`config.mk`:
```
export PLATFORM = sky130hd
export DESIGN_NAME = sum_block_accumulator
export DESIGN_NICKNAME = d
export VERILOG_FILES = /design/src/rtl/sum_block_acc_pkg.sv /design/src/rtl/sum_block_accumulator.sv
export SDC_FILE = /design/constraint.sdc
export NUM_CORES = 1
export LEC_CHECK = 0
export CAP_MARGIN = 10
export CORE_ASPECT_RATIO = 0.75
export CORE_MARGIN = 10
export CORE_UTILIZATION = 48
export DETAILED_ROUTE_END_ITERATION = 7
export HOLD_SLACK_MARGIN = 0.05
export PLACE_DENSITY_LB_ADDON = 0.2
export SLEW_MARGIN = 0
export SYNTH_ARGS = -nofsm -noshare
export SYNTH_HDL_FRONTEND = slang
export SYNTH_SLANG_ARGS = --single-unit
```
`constraint.sdc`:
```
create_clock -name clk -period 2.8 [get_ports clk]
set_input_delay 0.56 -clock clk [delete_from_list [all_inputs] [get_ports clk]]
set_output_delay 0.56 -clock clk [all_outputs]
set_load 0.005 [all_outputs]
```
`src/rtl/sum_block_acc_pkg.sv`:
```
// Shared types and sizing helper for the block accumulator.
package sum_block_acc_pkg;

    typedef enum logic {
        ACCUM = 1'b0,
        HOLD  = 1'b1
    } state_t;

    // Width needed to count 0..block_len inclusive.
    function automatic int cnt_w(input int block_len);
        return $clog2(block_len + 1);
    endfunction

endpackage

```
`src/rtl/sum_block_accumulator.sv`:
```
// Accumulates {cout,sum} beats into a block total; optional max tracker under SUM_BLOCK_ACC_PEAK_EN.
// Latency: summary valid 1 cycle after the BLOCK_LEN-th accept; next block accepts 1 cycle after handshake.
// Backpressure: in_ready drops while a summary waits; out_* hold stable until out_ready.
module sum_block_accumulator
    import sum_block_acc_pkg::*;
#(
    parameter int DATA_W    = 8,
    parameter int ACC_W     = 16,
    parameter int BLOCK_LEN = 5
) (
    input  logic                         clk,
    input  logic                         rst,
    input  logic                         in_valid,
    output logic                         in_ready,
    input  logic [DATA_W-1:0]            in_sum,
    input  logic                         in_cout,
    output logic                         out_valid,
    input  logic                         out_ready,
    output logic [ACC_W-1:0]             out_total,
    output logic [cnt_w(BLOCK_LEN)-1:0]  out_carries,
    output logic                         out_ovf
`ifdef SUM_BLOCK_ACC_PEAK_EN
    ,
    output logic [DATA_W:0]              out_peak
`endif
);

    localparam int              CNT_W = cnt_w(BLOCK_LEN);
    localparam logic [CNT_W-1:0] LAST = CNT_W'(BLOCK_LEN - 1);

    if (ACC_W < DATA_W + 1) begin : g_acc_w_check
        $error("ACC_W must be at least DATA_W+1");
    end
    if (BLOCK_LEN < 1) begin : g_block_len_check
        $error("BLOCK_LEN must be at least 1");
    end

    state_t             state;
    state_t             state_nxt;
    logic [ACC_W-1:0]   total;
    logic [CNT_W-1:0]   count;
    logic [CNT_W-1:0]   carries;
    logic               ovf;
    logic               accept;
    logic               done;
    logic [ACC_W:0]     sum_ext;

    assign accept  = in_valid & in_ready;
    assign done    = out_valid & out_ready;
    // Extra top bit captures the wrap out of the running total.
    assign sum_ext = {1'b0, total} + {{(ACC_W - DATA_W){1'b0}}, in_cout, in_sum};

    always_ff @(posedge clk) begin
        if (rst) begin
            state <= ACCUM;
        end else begin
            state <= state_nxt;
        end
    end

    always_comb begin
        state_nxt = state;
        in_ready  = 1'b0;
        out_valid = 1'b0;
        if (!rst) begin
            case (state)
                ACCUM: begin
                    in_ready = 1'b1;
                    if (in_valid && count == LAST) begin
                        state_nxt = HOLD;
                    end
                end
                HOLD: begin
                    out_valid = 1'b1;
                    if (out_ready) begin
                        state_nxt = ACCUM;
                    end
                end
                default: state_nxt = ACCUM;
            endcase
        end
    end

    always_ff @(posedge clk) begin
        if (rst || done) begin
            total   <= '0;
            count   <= '0;
            carries <= '0;
            ovf     <= 1'b0;
        end else if (accept) begin
            total   <= sum_ext[ACC_W-1:0];
            count   <= count + CNT_W'(1);
            carries <= carries + CNT_W'(in_cout);
            ovf     <= ovf | sum_ext[ACC_W];
        end
    end

    assign out_total   = total;
    assign out_carries = carries;
    assign out_ovf     = ovf;

`ifdef SUM_BLOCK_ACC_PEAK_EN
    logic [DATA_W:0] peak;

    always_ff @(posedge clk) begin
        if (rst || done) begin
            peak <= '0;
        end else if (accept && {in_cout, in_sum} > peak) begin
            peak <= {in_cout, in_sum};
        end
    end

    assign out_peak = peak;
`endif

endmodule
```
==> results.py, run 1 <==
metrics = {
    "worst_setup_path": {
        "reg2reg_slack_ps": 770,
        "arrival_ps": 2610,
        "crit_type": "in2reg",
        "worstPathMaxFanout": 8,
        "crit_start": "in_sum[2]",
        "crit_required_ps": 3000,
        "r2r_start": "out_total[2]",
        "endpoint_kind": "flop",
        "rr_worst_depth": 6,
        "r2r_end": "out_total[15]",
        "startpoint_type": "primary input",
    },
    "clock_tree": {
        "cts_max_level": 1,
        "clock_sinks": 24,
        "cts_resized": 0,
        "clock_path_buffers": 2,
        "cts_tree": "done",
        "post_cts_buffers": 0,
        "cts_buffers": 3,
        "clk_latency_ps": 260,
        "clk_pin_slew_worst_paths_ps": 80,
        "cts-root-buf": "clkbuf_8",
        "hold_buffers": 0,
    },
    "route": {
        "vias": 1194,
        "wl_per_cell_um": 13.9,
        "ant_nets": 0,
        "vias_per_cell": 5.33,
        "drt_iter0_drc": 78,
        "dr.pass1.iters": 4,
        "drc": 0,
        "finalWirelength_um": 3120,
    },
    "pwr": {
        "power.density_nw_per_um2": 500,
        "peakVddDrop_uv": 279,
        "p_leak_nw": 0.711,
    },
    "sta": {
        "slew_headroom": 0.700,
        "period_share": 0.863,
        "final_hold_viol_count": 0,
        "finalSetupViolCount": 0,
        "slew_violations": 0,
        "tns_ps": 0,
        "fin_crit_ps": 2420,
        "worst_pin_slew_ps": 449,
        "whs_ps": 478,
        "rsz0062_at_grt": "no",
        "skew_ps": 3.10,
        "max_freq_mhz": 414,
    },
    "yosys": {
        "synth_seq_area_share": 0.358,
        "avgSynthCellArea_um2": 8.89,
        "syn_area_um2": 1340,
        "postSynthNetCount": 178,
        "synth_cell_types": 33,
        "synth_seq_cells": 24,
        "synthCells": 151,
        "ys_warn_count": 0,
    },
    "job": {
        "maxCapViolations": 0,
    },
    "floorplanning": {
        "die_h_um": 65.8,
        "start_util": 0.508,
        "die-area_um2": 5330,
        "die_w_um": 81.1,
        "core_area_um2": 2640,
        "io_pins": 35,
        "std_cell_rows": 16,
    },
    "outcome": {
        "status": "complete, no violations",
    },
    "cells_and_area": {
        "syn2layout_area_growth_pct": 33.1,
        "multiInputGateArea_um2": 836,
        "nets": 216,
        "final_area_um2": 1790,
        "stdcell_count": 224,
        "n_antenna_cell": 0,
        "seq_area_um2": 480,
        "nFillCells": 219,
        "postLayoutCoreUtil": 0.676,
        "drive_gt1_frac": 0.0798,
    },
    "min_path": {
        "hold_depth": 2,
        "hold_end": "out_carries[0]",
        "hp-start": "out_carries[0]",
        "hp-class": "reg2reg",
    },
    "placement": {
        "placed_cell_area_um2": 1730,
        "port_buffers": 34,
        "dp_cells": 220,
        "gp_congestion": 0.841,
        "dp_hpwl_um": 2470,
    },
    "global_route": {
        "antenna_found_initial": 0,
        "grt_pass1_vias": 1131,
        "grt_max_degree": 16,
        "grt_pass1_wl_um": 5120,
        "grtUsageTotal": 0.118,
        "grt.overflow.total": 0,
    },
}
-- per-layer routing --
| layer | up-vias | global-route usage | wire length (µm) |
|---|---|---|---|
| met2 | 29 | 0.197 | 1450 |
| met1 | 543 | 0.139 | 1370 |
| li1 | 617 | - | - |
| met4 | 0 | 0.0194 | 28 |
| met3 | 5 | 0.0516 | 262 |
| met5 | - | 0 | 0 |
-- cell usage in the layout, fill, tap and decap left out --
cell type        instances
a211oi_1                 3
a21o_1                   2
a21o_2                   3
a21oi_1                 16
a32o_1                   1
a41oi_1                  1
a41oi_4                  1
and3_1                   1
and3_2                   1
buf_4                    2
clkbuf_8                 4
clkdlybuf4s50_1         34
dfxtp_1                 24
fa_1                     1
ha_1                    13
inv_1                    4
mux2i_1                  3
nand2_1                 28
nand2b_1                 1
nand3_1                  2
nand4_1                  3
nor2_1                   7
nor2b_1                  1
nor3b_2                  1
o211ai_1                 1
o211ai_2                 2
o21a_1                   1
o21ai_0                  8
o21bai_1                 1
o22ai_1                  1
o31ai_1                  3
or3_2                    1
or4_1                    3
xnor2_1                  4
xor2_1                   6
-- cell usage after synthesis (all sizes together) --
cell | instances | area, µm²
o21ai | 8 | 40.0
nor2 | 7 | 26.3
nor2b | 1 | 6.26
ha | 13 | 163
nand2 | 28 | 105
nand3 | 2 | 10.0
or3 | 1 | 7.51
a21o | 5 | 41.3
dfxtp | 24 | 480
xor2 | 6 | 52.6
nand4 | 3 | 18.8
or4 | 3 | 22.5
o21bai | 1 | 7.51
fa | 1 | 20.0
o31ai | 3 | 22.5
and3 | 2 | 13.8
mux2i | 3 | 30.0
nand2b | 1 | 6.26
a211oi | 3 | 22.5
clkbuf | 3 | 11.3
nor3b | 1 | 12.5
o21a | 1 | 7.51
a41oi | 2 | 36.3
o22ai | 1 | 6.26
o211ai | 3 | 32.5
a21oi | 16 | 80.1
inv | 4 | 15.0
xnor2 | 4 | 35.0
a32o | 1 | 10.0
-- final cells by class --
| type | count | area share |
|---|---|---|
| Multi-Input combinational cell | 120 | 0.468 |
| Inverter | 4 | 0.00840 |
| Sequential cell | 24 | 0.269 |
| Timing Repair Buffer | 36 | 0.199 |
| Tap cell | 36 | 0.0252 |
| Clock buffer | 4 | 0.0308 |
-- metrics by stage --
stage                     worst slack [ps]  power (mW)
after floorplan                        698       0.565
after global placement                 168       0.659
after detailed placement               141       0.665
after CTS                              394       0.898
after global routing                   246       0.943
final                                  385       0.893
-- power breakdown --
group          internal [mW]  total [mW]  switching (mW)
clock                  0.125       0.235           0.109
sequential             0.366       0.386          0.0204
combinational          0.138       0.272           0.135
total                  0.629       0.893           0.264
-- flip-flops by register name, indices dropped and copies added, names as in the netlist --
signal / flops
out_ovf: 1
out_total: 16
state: 1
out_carries: 3
count: 3
-- worst max-delay path, stage by stage --
cell and delay, ps:
clkdlybuf4s50_1 420, ha_1 390, o211ai_2 120, o211ai_2 250, a41oi_4 200, or4_1 530
a21oi_1 140
-- how the worst max path moves through the flow --
stage,to,slack [ps],cells past startpoint
2_1_floorplan,out_ovf,700,7
3_5_place_dp,out_total[15],140,7
5_1_grt,out_total[15],250,7
4_1_cts,out_total[15],390,7
6_report,out_total[15],380,7
3_3_place_gp,out_ovf,170,8
-- logic make-up (layout without fill, tap and decap cells) --
| logic type | count (synthesis) | count (layout) | synth area share |
|---|---|---|---|
| AND/OR/NAND/NOR | 49 | 49 | 0.171 |
| AO/OA/AOI/OAI | 44 | 44 | 0.228 |
| flip-flops | 24 | 24 | 0.358 |
| adder cells (fa/ha/maj) | 14 | 14 | 0.136 |
| XOR/XNOR | 10 | 10 | 0.0652 |
| buffers and inverters | 7 | 44 | 0.0196 |
| multiplexers | 3 | 3 | 0.0224 |
(Power assumes the default switching activity.)
==> inputs of run 2 (changes only) <==
--- a/config.mk
+++ b/config.mk
@@ -5,12 +5,11 @@
 export SDC_FILE = /design/constraint.sdc
 export NUM_CORES = 1
 export LEC_CHECK = 0
-export CAP_MARGIN = 10
+export CAP_MARGIN = 20
 export CORE_ASPECT_RATIO = 0.75
 export CORE_MARGIN = 10
 export CORE_UTILIZATION = 48
 export DETAILED_ROUTE_END_ITERATION = 7
-export HOLD_SLACK_MARGIN = 0.05
 export PLACE_DENSITY_LB_ADDON = 0.2
 export SLEW_MARGIN = 0
 export SYNTH_ARGS = -nofsm -noshare
==> constraint.sdc (replaced) <==
create_clock -name clk -period 2.8 [get_ports clk]
set_input_delay 0.56 -clock clk [delete_from_list [all_inputs] [get_ports clk]]
set_output_delay 0.56 -clock clk [all_outputs]
set_load 0.05 [all_outputs]
==> run 2 against run 1 <==
  * Core utilization decreased by 0.19 points
  * Sequential cell count unchanged
  * First-iteration DRC count increased by 50%
  * Non-clock buffer count unchanged
  * Largest cell class unchanged
  * Clock-buffer cell count unchanged
  * Fmax increased by 0.40%
==> results.py, run 2 (synthesized netlist as in run 1, its figures left out) <==
metrics = {
    "outcome": {
        "status": "complete, no violations",
    },
    "worst_setup_path": {
        "crit_slowest_cell": "fa_1",
        "worstPathMaxFanout": 4,
        "cp_cell_sequence": "clkdlybuf4s50_1 > ha_1 > fa_1 > a211oi_1 > o21a_1 > o22ai_1 > a41oi_1 > nor2_1",
        "startpoint_type": "primary input",
        "crit_required_ps": 2970,
        "arrival_ps": 2570,
        "cpPeakStageDelay_ps": 430,
        "crit_type": "in2reg",
        "critPathBufInv": 1,
        "cp_top_family": "compound AO/OA/AOI/OAI gates",
        "endpoint_kind": "flop",
    },
    "global_route": {
        "grt_max_degree": 16,
        "grt.overflow.total": 0,
        "antenna_found_initial": 0,
        "grt_pass1_wl_um": 5300,
        "grtUsageTotal": 0.124,
        "met2_usage": 0.201,
        "grt_pass1_vias": 1154,
        "grt_busiest_layer": "met2",
        "grtUsageMet3": 0.0598,
        "gr-usage-met1": 0.142,
    },
    "job": {
        "maxCapViolations": 0,
    },
    "sta": {
        "period_share": 0.859,
        "worst_pin_slew_ps": 520,
        "rsz0062_at_grt": "no",
        "whs_ps": 484,
        "tns_ps": 0,
        "finalWorstSetupSlack_ps": 394,
        "skew_ps": 7.12,
        "slew_violations": 0,
        "finalSetupViolCount": 0,
        "fin_crit_ps": 2410,
        "slew_headroom": 0.652,
        "final_hold_viol_count": 0,
        "max_freq_mhz": 416,
    },
    "clock_tree": {
        "clock_sinks": 24,
        "cts_tree": "done",
        "post_cts_buffers": 0,
        "clk_latency_ps": 270,
        "clock_path_buffers": 2,
        "cts-root-buf": "clkbuf_8",
        "cts_buffers": 3,
        "cts_max_level": 1,
        "cts_resized": 0,
        "clk_pin_slew_worst_paths_ps": 90,
        "hold_buffers": 0,
    },
    "pwr": {
        "p_sw_mw": 0.353,
        "power.density_nw_per_um2": 551,
        "pwr-share-clk": 0.246,
        "swShare": 0.360,
        "seqPwrFrac": 0.394,
        "power.internal_mw": 0.629,
        "p_leak_nw": 0.714,
        "combPwrFrac": 0.360,
        "totalPowerFinal_mw": 0.982,
        "peakVddDrop_uv": 356,
    },
    "cells_and_area": {
        "final_common_cell": "clkdlybuf4s50_1",
        "syn2layout_area_growth_pct": 32.7,
        "drive_gt1_frac": 0.0904,
        "stdcell_count": 224,
        "final_area_um2": 1780,
        "largest_reg_flops": 16,
        "nets": 216,
        "postLayoutCoreUtil": 0.674,
        "nFillCells": 225,
        "layout_common_cells": "clkdlybuf4s50_1 (32), nand2_1 (28), dfxtp_1 (24)",
        "n_antenna_cell": 0,
    },
    "route": {
        "ant_nets": 0,
        "dr.pass1.iters": 5,
        "vias": 1236,
        "finalWirelength_um": 3340,
        "drc": 0,
        "drt_iter0_drc": 117,
        "vias_per_cell": 5.52,
        "wl_per_cell_um": 14.9,
    },
    "floorplanning": {
        "core_area_um2": 2640,
        "std_cell_rows": 16,
        "die_w_um": 81.1,
        "start_util": 0.508,
        "die_h_um": 65.8,
        "io_pins": 35,
        "die-area_um2": 5330,
    },
    "placement": {
        "dp_slack_ps": 123,
        "gp_congestion": 0.820,
        "dp_hpwl_um": 2600,
        "placed_cell_area_um2": 1730,
        "port_buffers": 34,
        "dp_cells": 220,
    },
    "min_path": {
        "hp-class": "reg2reg",
    },
}
-- run 2: metal layers --
layer / wire length, µm / vias to the layer above
met1: 1400 / 559
met4: 39 / 0
met3: 351 / 6
met5: 0 / -
li1: - / 624
met2: 1550 / 47
-- run 2: worst paths after layout --
check                             startpoint             to  slack, ps  cells past startpoint
worst max-delay path               in_sum[0]        out_ovf        390                      8
worst min-delay path                count[1]       count[1]        480                      2
worst max register to register  out_total[4]  out_total[11]        780                      6
worst min register to register      count[1]       count[1]        480                      2
-- run 2: cell type report --
type | instances | area [µm²] | share of cell area
multi-input combinational | 120 | 836 | 0.469
sequential | 24 | 480 | 0.270
timing repair buffer | 36 | 350 | 0.197
clock buffer | 4 | 55.1 | 0.0309
tap | 36 | 45.0 | 0.0253
inverter | 4 | 15.0 | 0.00843
-- run 2: power by group through the flow --
| stage | clock, mW | combinational, mW | sequential [mW] |
|---|---|---|---|
| floorplan | 0 | 0.174 | 0.468 |
| CTS | 0.248 | 0.353 | 0.387 |
| finish | 0.242 | 0.354 | 0.387 |
| global route | 0.257 | 0.381 | 0.390 |
| global placement | 0 | 0.345 | 0.392 |
| detailed placement | 0 | 0.351 | 0.395 |
-- run 2: worst min-delay path: cells and delay by family (launching register included) --
kind	cells	cell delay (ps)
flops	1	330
compound gates	1	60
simple gates	1	60
==> inputs of run 3 (changes only) <==
--- a/config.mk
+++ b/config.mk
@@ -10,7 +10,8 @@
 export CORE_MARGIN = 10
 export CORE_UTILIZATION = 48
 export DETAILED_ROUTE_END_ITERATION = 7
-export PLACE_DENSITY_LB_ADDON = 0.2
+export GPL_TIMING_DRIVEN = 0
+export PLACE_DENSITY = 0.79
 export SLEW_MARGIN = 0
 export SYNTH_ARGS = -nofsm -noshare
 export SYNTH_HDL_FRONTEND = slang
==> run 3 against run 2 <==
  * Core utilization barely moved
  * Non-clock buffer count increased by 1
  * Final cell count is 0.45% higher
  * Final area about the same
  * Setup slack got worse by 230 ps
==> results.py, run 3 (synthesized netlist as in run 1, its figures left out) <==
metrics = {
    "pwr": {
        "p_sw_mw": 0.347,
        "totalPowerFinal_mw": 0.975,
        "p_leak_nw": 0.705,
        "combPwrFrac": 0.361,
        "seqPwrFrac": 0.396,
        "swShare": 0.356,
        "power.internal_mw": 0.628,
        "peakVddDrop_uv": 258,
        "pwr-share-clk": 0.243,
        "power.density_nw_per_um2": 547,
    },
    "global_route": {
        "grt.overflow.total": 0,
        "grt_pass1_vias": 1149,
        "antenna_found_initial": 0,
        "grt_pass1_wl_um": 5400,
        "grt_max_degree": 14,
        "grtUsageTotal": 0.126,
    },
    "floorplanning": {
        "start_util": 0.508,
        "die_h_um": 65.8,
        "die-area_um2": 5330,
        "core_area_um2": 2640,
        "io_pins": 35,
        "std_cell_rows": 16,
        "die_w_um": 81.1,
    },
    "clock_tree": {
        "cts-root-buf": "clkbuf_8",
        "clock_sinks": 24,
        "post_cts_buffers": 0,
        "cts_tree": "done",
        "cts_resized": 0,
        "hold_buffers": 0,
        "clk_latency_ps": 270,
        "clock_path_buffers": 2,
        "clk_pin_slew_worst_paths_ps": 90,
        "cts_buffers": 3,
        "cts_max_level": 1,
    },
    "route": {
        "drc": 0,
        "ant_nets": 0,
        "vias_per_cell": 5.56,
        "vias": 1251,
        "drt_iter0_drc": 79,
        "dr.pass1.iters": 4,
        "finalWirelength_um": 3300,
        "wl_per_cell_um": 14.6,
    },
    "worst_setup_path": {
        "reg2reg_slack_ps": 780,
        "critPathBufInv": 2,
        "endpoint_kind": "output pin",
        "arrival_ps": 2070,
        "cp_cell_sequence": "clkdlybuf4s50_1 > nor2b_1 > clkdlybuf4s50_1",
        "cpMostUsedCell": "clkdlybuf4s50_1",
        "path_depth": 3,
        "crit_slowest_cell": "clkdlybuf4s50_1",
        "crit_required_ps": 2240,
        "worstSetupEndpoint": "out_valid",
        "cp_top_family": "buffers and inverters",
        "crit_start": "rst",
        "worstPathMaxFanout": 5,
        "r2r_start": "out_total[0]",
        "startpoint_type": "primary input",
        "rr_worst_depth": 7,
        "r2r_end": "out_ovf",
        "crit_type": "in2out",
        "cpPeakStageDelay_ps": 840,
    },
    "cells_and_area": {
        "layout_common_cells": "clkdlybuf4s50_1 (34), nand2_1 (28), dfxtp_1 (24)",
        "syn2layout_area_growth_pct": 32.8,
        "postLayoutCoreUtil": 0.675,
        "final_common_cell": "clkdlybuf4s50_1",
        "stdcell_count": 225,
        "nets": 217,
        "n_antenna_cell": 0,
        "largest_reg_flops": 16,
        "drive_gt1_frac": 0.0688,
    },
    "sta": {
        "fin_crit_ps": 2630,
        "slew_violations": 0,
        "worst_pin_slew_ps": 517,
        "slew_headroom": 0.654,
        "rsz0062_at_grt": "no",
        "final_hold_viol_count": 0,
        "finalSetupViolCount": 0,
        "period_share": 0.941,
        "max_freq_mhz": 380,
        "tns_ps": 0,
        "skew_ps": 8.37,
    },
    "placement": {
        "port_buffers": 34,
        "dp_hpwl_um": 2590,
        "dp_cells": 221,
        "gp_congestion": 0.881,
    },
    "outcome": {
        "status": "complete, no violations",
    },
    "min_path": {
        "hp-class": "reg2reg",
        "hp-start": "out_total[5]",
    },
    "job": {
        "maxCapViolations": 0,
    },
}
-- run 3: area by class of cell --
| class | instances | area, µm² |
|---|---|---|
| Tap cell | 36 | 45.0 |
| Sequential cell | 24 | 480 |
| Buffer | 3 | 11.3 |
| Inverter | 4 | 15.0 |
| Clock buffer | 4 | 55.1 |
| Timing Repair Buffer | 34 | 340 |
| Fill cell | 234 | 860 |
| Multi-Input combinational cell | 120 | 836 |
-- run 3: per-stage QoR --
step                hold WS [ps]  worst slack (ps)  instance area [µm²]
finish                       487               166                 1780
global route                 514               102                 1780
CTS                          490               166                 1780
detailed placement           476               103                 1730
global placement             459               103                 1730
floorplan                    453               594                 1340
-- run 3: tightest hold or removal path: cells and delay by family, from the launching register on --
| family | cells | cell delay (ps) |
|---|---|---|
| compound gates | 1 | 60 |
| flops | 1 | 330 |
| simple gates | 1 | 50 |
-- run 3: worst min path at each step --
stage | to | slack [ps] | depth (start not counted)
after floorplan | count[1] | 450 | 2
after global placement | out_ovf | 460 | 2
after detailed placement | out_total[0] | 480 | 2
after CTS | out_carries[1] | 490 | 2
after global routing | out_total[0] | 510 | 2
final | out_total[5] | 490 | 2
-- run 3: metal layers --
metal	routed length, µm	track usage	vias to the layer above
met2	1590	0.205	29
met4	38	0.0388	0
met5	0	0	-
met1	1440	0.148	589
li1	-	-	627
met3	224	0.0530	6
-- run 3: power groups by stage --
| stage | Clock (mW) | Sequential [mW] | Combinational, mW |
|---|---|---|---|
| after floorplan | 0 | 0.468 | 0.174 |
| after global placement | 0 | 0.392 | 0.342 |
| after detailed placement | 0 | 0.394 | 0.349 |
| after CTS | 0.243 | 0.386 | 0.352 |
| after global routing | 0.256 | 0.390 | 0.378 |
| final | 0.237 | 0.386 | 0.352 |
